## src/rtl/hd44780_ctrl_pkg.sv

```systemverilog
// Shared types and constants for the HD44780 4-bit sequencer: state encoding,
// delay-select codes and the fixed power-on init script.
package hd44780_ctrl_pkg;

    typedef enum logic [2:0] {
        PWRUP,
        ISSUE,
        ACCEPT,
        DRAIN,
        DELAY,
        IDLE
    } state_t;

    typedef enum logic [1:0] {
        D53,
        D100,
        D4P1,
        D3M
    } dly_sel_t;

    localparam int INIT_LEN = 6;

    typedef struct packed {
        logic [7:0] data;
        dly_sel_t   dly;
    } init_entry_t;

    function automatic init_entry_t init_rom(input logic [2:0] idx);
        init_entry_t e;
        case (idx)
            3'd0:    e = '{data: 8'h33, dly: D4P1};
            3'd1:    e = '{data: 8'h32, dly: D100};
            3'd2:    e = '{data: 8'h28, dly: D53};
            3'd3:    e = '{data: 8'h0C, dly: D53};
            3'd4:    e = '{data: 8'h01, dly: D3M};
            default: e = '{data: 8'h06, dly: D53};
        endcase
        return e;
    endfunction

    // Clear (0x01) and home (0x02/0x03) need the long execution delay.
    function automatic dly_sel_t client_dly(input logic rs, input logic [7:0] data);
        if (!rs && data[7:1] == 7'b0000000 && data[0])
            return D3M;
        if (!rs && data[7:1] == 7'b0000001)
            return D3M;
        return D53;
    endfunction

endpackage

```

## src/rtl/hd44780_delay_timer.sv

```systemverilog
// Loadable down-counter; done marks the last cycle of a loaded delay so that a
// delay of N spends exactly N cycles waiting (N=0 finishes in one cycle).
module hd44780_delay_timer #(
    parameter int                    TIMER_BITS  = 23,
    parameter logic [TIMER_BITS-1:0] RESET_VALUE = '0
) (
    input  logic                  CLK_I,
    input  logic                  RST_I,
    input  logic                  load,
    input  logic [TIMER_BITS-1:0] load_value,
    output logic                  done
);

    logic [TIMER_BITS-1:0] count;

    always_ff @(posedge CLK_I or posedge RST_I) begin
        if (RST_I)
            count <= RESET_VALUE;
        else if (load)
            count <= load_value;
        else if (count != '0)
            count <= count - 1'b1;
    end

    assign done = (count == '0) || (count == TIMER_BITS'(1));

endmodule

```

## src/rtl/hd44780_controller.sv

```systemverilog
// Top-level HD44780 sequencer: runs the power-on init script, then forwards
// single client bytes to the bytesender and enforces execution delays.
//
// state  | meaning
// PWRUP  | waiting out the power-up delay after reset
// ISSUE  | waiting for bytesender idle, then strobing the current byte
// ACCEPT | holding byte stable until bytesender reports busy
// DRAIN  | waiting for both nybbles to finish, then loading the delay
// DELAY  | waiting out the instruction execution delay
// IDLE   | ready for a client request
module hd44780_controller
    import hd44780_ctrl_pkg::*;
#(
    parameter int DLY_PWRUP  = 4800000,
    parameter int DLY_4P1MS  = 196800,
    parameter int DLY_100US  = 4800,
    parameter int DLY_3MS    = 144000,
    parameter int DLY_53US   = 2544,
    parameter int TIMER_BITS = 23
) (
    input  logic       CLK_I,
    input  logic       RST_I,
    input  logic       STB_I,
    input  logic       i_rs,
    input  logic [7:0] i_data,
    output logic       o_busy,
    output logic       o_ready,
    output logic       o_bs_stb,
    output logic       o_bs_rs,
    output logic [7:0] o_bs_data,
    input  logic       i_bs_busy
);

    state_t      state, state_nxt;
    logic [2:0]  idx, idx_nxt;
    logic        req_rs, req_rs_nxt;
    logic [7:0]  req_data, req_data_nxt;
    logic        busy_q, busy_nxt;
    logic        ready_q, ready_nxt;
    logic        stb_q, stb_nxt;
    logic        rs_q, rs_nxt;
    logic [7:0]  data_q, data_nxt;

    logic                  tmr_load;
    logic [TIMER_BITS-1:0] tmr_value;
    logic                  tmr_done;
    init_entry_t           rom;
    dly_sel_t              dly_sel;
    logic [7:0]            src_data;
    logic                  src_rs;

    hd44780_delay_timer #(
        .TIMER_BITS  (TIMER_BITS),
        .RESET_VALUE (TIMER_BITS'(DLY_PWRUP))
    ) u_timer (
        .CLK_I      (CLK_I),
        .RST_I      (RST_I),
        .load       (tmr_load),
        .load_value (tmr_value),
        .done       (tmr_done)
    );

    // Source of the byte in flight: init ROM until ready, request latch after.
    always_comb begin
        rom      = init_rom(idx);
        src_data = ready_q ? req_data : rom.data;
        src_rs   = ready_q ? req_rs : 1'b0;
        dly_sel  = ready_q ? client_dly(req_rs, req_data) : rom.dly;
        case (dly_sel)
            D4P1:    tmr_value = TIMER_BITS'(DLY_4P1MS);
            D100:    tmr_value = TIMER_BITS'(DLY_100US);
            D3M:     tmr_value = TIMER_BITS'(DLY_3MS);
            default: tmr_value = TIMER_BITS'(DLY_53US);
        endcase
    end

    always_comb begin
        state_nxt    = state;
        idx_nxt      = idx;
        req_rs_nxt   = req_rs;
        req_data_nxt = req_data;
        ready_nxt    = ready_q;
        stb_nxt      = 1'b0;
        rs_nxt       = rs_q;
        data_nxt     = data_q;
        tmr_load     = 1'b0;

        case (state)
            PWRUP: begin
                if (tmr_done)
                    state_nxt = ISSUE;
            end
            ISSUE: begin
                if (!i_bs_busy) begin
                    stb_nxt   = 1'b1;
                    data_nxt  = src_data;
                    rs_nxt    = src_rs;
                    state_nxt = ACCEPT;
                end
            end
            ACCEPT: begin
                if (i_bs_busy)
                    state_nxt = DRAIN;
            end
            DRAIN: begin
                if (!i_bs_busy) begin
                    tmr_load  = 1'b1;
                    state_nxt = DELAY;
                end
            end
            DELAY: begin
                if (tmr_done) begin
                    if (ready_q) begin
                        state_nxt = IDLE;
                    end else if (idx == 3'(INIT_LEN - 1)) begin
                        ready_nxt = 1'b1;
                        state_nxt = IDLE;
                    end else begin
                        idx_nxt   = idx + 3'd1;
                        state_nxt = ISSUE;
                    end
                end
            end
            IDLE: begin
                if (STB_I) begin
                    req_rs_nxt   = i_rs;
                    req_data_nxt = i_data;
                    state_nxt    = ISSUE;
                end
            end
            default: state_nxt = PWRUP;
        endcase

        busy_nxt = (state_nxt != IDLE);
    end

    always_ff @(posedge CLK_I or posedge RST_I) begin
        if (RST_I) begin
            state    <= PWRUP;
            idx      <= 3'd0;
            req_rs   <= 1'b0;
            req_data <= 8'h00;
            busy_q   <= 1'b1;
            ready_q  <= 1'b0;
            stb_q    <= 1'b0;
            rs_q     <= 1'b0;
            data_q   <= 8'h00;
        end else begin
            state    <= state_nxt;
            idx      <= idx_nxt;
            req_rs   <= req_rs_nxt;
            req_data <= req_data_nxt;
            busy_q   <= busy_nxt;
            ready_q  <= ready_nxt;
            stb_q    <= stb_nxt;
            rs_q     <= rs_nxt;
            data_q   <= data_nxt;
        end
    end

    assign o_busy    = busy_q;
    assign o_ready   = ready_q;
    assign o_bs_stb  = stb_q;
    assign o_bs_rs   = rs_q;
    assign o_bs_data = data_q;

endmodule
```

## config.mk

```make
export PLATFORM = sky130hd
export DESIGN_NAME = hd44780_controller
export DESIGN_NICKNAME = d
export VERILOG_FILES = /design/src/rtl/hd44780_ctrl_pkg.sv /design/src/rtl/hd44780_delay_timer.sv /design/src/rtl/hd44780_controller.sv
export SDC_FILE = /design/constraint.sdc
export NUM_CORES = 1
export LEC_CHECK = 0
export CORE_ASPECT_RATIO = 1.5
export CORE_MARGIN = 2
export CORE_UTILIZATION = 40
export CTS_CLUSTER_SIZE = 24
export DETAILED_ROUTE_END_ITERATION = 12
export PLACE_DENSITY_LB_ADDON = 0.2
export SKIP_LAST_GASP = 1
export SYNTH_ARGS = -nofsm -noshare
export SYNTH_HDL_FRONTEND = slang
export SYNTH_SLANG_ARGS = --single-unit
```

## constraint.sdc

```tcl
create_clock -name CLK_I -period 4.58 [get_ports CLK_I]
set_input_delay 0.916 -clock CLK_I [delete_from_list [all_inputs] [get_ports CLK_I]]
set_output_delay 0.916 -clock CLK_I [all_outputs]
set_load 0.02 [all_outputs]
```

==> flow_metrics.env <==
export IMPL_cap_violations=0
export IMPL_grt_ovfl_total=0
export IMPL_crit_slowest_cell="nor2_1"
export IMPL_vias_per_cell=5.72
export IMPL_ys_seq_elements=50
export IMPL_ir_drop_v=0.000319
export IMPL_slew_headroom_pct=30.0
export IMPL_portBuffers=24
export IMPL_wl_met3_um=158
export IMPL_cts_made_buffers=5
export IMPL_insertion_delay_ns=0.32
export IMPL_final_common_cell="dfrtp_1"
export IMPL_hold_viol_final=0
export IMPL_path_delay_family="simple AND/OR/NAND/NOR gates"
export IMPL_cts_hold_buf=0
export IMPL_synth_area_per_cell_um2=9.71
export IMPL_wl_met1_um=2510
export IMPL_synth_top_cell_area_share_pct=36.7
export IMPL_grtUsageTotal_pct=18.6
export IMPL_maxClockFrequency_mhz=346
export IMPL_die_area_um2=7690
export IMPL_end_kind="register"
export IMPL_grt_max_degree=51
export IMPL_hpwl_um=4780
export IMPL_postCtsSetupRepairBufs=0
export IMPL_setup_tns_ns=0
export IMPL_hold_ws_ns=0.477
export IMPL_cts_tree="yes"
export IMPL_cts_root_buf="clkbuf_8"
export IMPL_skew_ns=0.00985
export IMPL_core_area_um2=6810
export IMPL_cts_buffer_depth=2
export IMPL_path_cells="clkdlybuf4s50_1 > or3b_2 > nor2_1 > nor3_2 > nor3b_1"
export IMPL_syn_num_nets=310
export IMPL_fillCellCount=644
export IMPL_finalCritPeriodShare_pct=63.2
export IMPL_outcome="complete, no violations"
export IMPL_top_layer_used="met4"
export IMPL_synth_distinct_cells=46
export IMPL_gp_routability_congestion=0.898
export IMPL_layout_common_cells="dfrtp_1, nand2_1, clkdlybuf4s50_1, a21oi_1, o21ai_0"
export IMPL_ios=25
export IMPL_yosysTopAreaCell="dfrtp_1"
export IMPL_yosysWarnings=0
export IMPL_critPathRequiredTime_ns=4.82
export IMPL_diodes=0
export IMPL_leakagePower_nw=1.26
export IMPL_synth_area_um2=2800
export IMPL_critPathMaxStageDelay_ns=0.80
export IMPL_crit_path_max_fanout=13
export IMPL_die_h_um=106
export IMPL_initial_core_util_pct=41.1
export IMPL_fin_crit_ns=2.89
export IMPL_startpoint_type="input port"
export IMPL_drt_iter0_markers=127
export IMPL_yosysSeqAreaShare_pct=45.2
export IMPL_path_class="input port to register"
export IMPL_path_buf_inv=1
export IMPL_routed_via_count=2224
export IMPL_die_w_um=72.3
export IMPL_drive_above_1_share_pct=13.5
export IMPL_wl_per_cell_um=16.6
export IMPL_arrival_ns=3.13
export IMPL_grt_pass1_wl_um=11000
export IMPL_report_final_setup_viol=0
export IMPL_clk_pin_slew_ns=0.10
export IMPL_nNetsFinal=332
export IMPL_hold_path_class="register to register"
export IMPL_htree_levels=2
export IMPL_antenna_found_initial=0
export IMPL_tightest_slew_ns=1.05
export IMPL_first_global_vias=2212
export IMPL_wl_um=6440
export IMPL_rsz0062_at_grt="false"
export IMPL_area_delta_synth_final_pct=14.2
export IMPL_drcViolationCount=0
export IMPL_antenna_left=0
export IMPL_cts_resized=0
export IMPL_ys_top_cells_by_area="dfrtp_1, dfstp_2, ha_1"
export IMPL_clkSinkCount=50
export IMPL_rows=37
export IMPL_met2_length_um=3580
export IMPL_synth_cells=288
export IMPL_first_pass_iters=4
export IMPL_slew_violations=0
export IMPL_power_density_nw_per_um2=531
synthesized netlist by cell type (all sizes together):
cell type and n:
a211o 1, a21boi 1, a21o 1, a21oi 18, a31oi 4, a32o 1
and2 1, and3 1, and4b 1, buf 2, clkbuf 9, clkinv 2
dfrtp 41, dfstp 9, ha 9, inv 10, mux2 11, mux2i 10
nand2 28, nand2b 9, nand3 7, nand4 3, nand4bb 1, nor2 15
nor2b 4, nor3 15, nor3b 2, nor4 12, nor4b 1, o211ai 6
o21a 1, o21ai 18, o221ai 1, o31ai 5, o41ai 1, or2 2
or3 4, or3b 3, or4 13, xnor2 5
registers in the layout, summed over array words and instances (netlist names):
name	cells
idx	3
o_bs_stb	1
state	3
o_bs_data	8
o_bs_rs	1
u_timer.count	23
req_data	8
req_rs	1
o_busy	1
o_ready	1
routing by layer:
| layer | track usage, % | vias up |
|---|---|---|
| met3 | 3.51 | 14 |
| met5 | 0 | - |
| met1 | 21.1 | 1079 |
| met2 | 33.0 | 38 |
| li1 | - | 1093 |
| met4 | 8.49 | 0 |
final cells by class:
type                       instances  area, µm²  share of cell area (%)
clock buffer                       5       68.8                    2.16
timing repair buffer              26        255                    8.00
clock inverter                     3       25.0                   0.784
multi-input combinational        215       1440                    45.0
sequential                        50       1260                    39.6
inverter                          12       45.0                    1.41
tap                               78       97.6                    3.06
stage by stage:
step                worst slack [ns]  instances  power [mW]  util (%)  cell area, µm²
finish                          1.69        389        1.69      46.9            3190
global route                    1.56        389        1.82      46.9            3190
CTS                             1.69        389        1.70      46.9            3190
detailed placement              1.36        381        1.42      45.5            3100
global placement                1.42        381        1.40      45.5            3100
floorplan                       2.21        288        1.24         -            2800
worst paths after layout:
check                               endpoint  slack [ns]  depth (start not counted)               from
min                             o_bs_data[6]        0.48                          2       o_bs_data[6]
max                        u_timer.count[13]        1.69                          5          i_bs_busy
max in group asynchronous           state[1]        2.76                          2              RST_I
min in group asynchronous   u_timer.count[7]        1.16                          2              RST_I
min reg2reg                     o_bs_data[6]        0.48                          2       o_bs_data[6]
max reg2reg                           idx[1]        2.07                          4  u_timer.count[10]
power by group:
group	total, mW	switching [mW]	internal [mW]
registers	0.787	0.167	0.620
logic	0.630	0.346	0.284
clock network	0.277	0.166	0.111
total	1.69	0.679	1.01
cell families after synthesis:
| family | synth area share [%] |
|---|---|
| flops | 45.2 |
| compound gates | 12.7 |
| fa+ha+maj | 4.03 |
| buf+inv | 3.40 |
| mux | 8.15 |
| xor+xnor | 1.57 |
| simple gates | 25.0 |
tightest hold or removal path, stage by stage (launching register included):
cell,delay (ns)
dfrtp_1,0.35
nand2_1,0.05
nand2_1,0.05
Note: power is estimated with default switching activity, not from simulation.
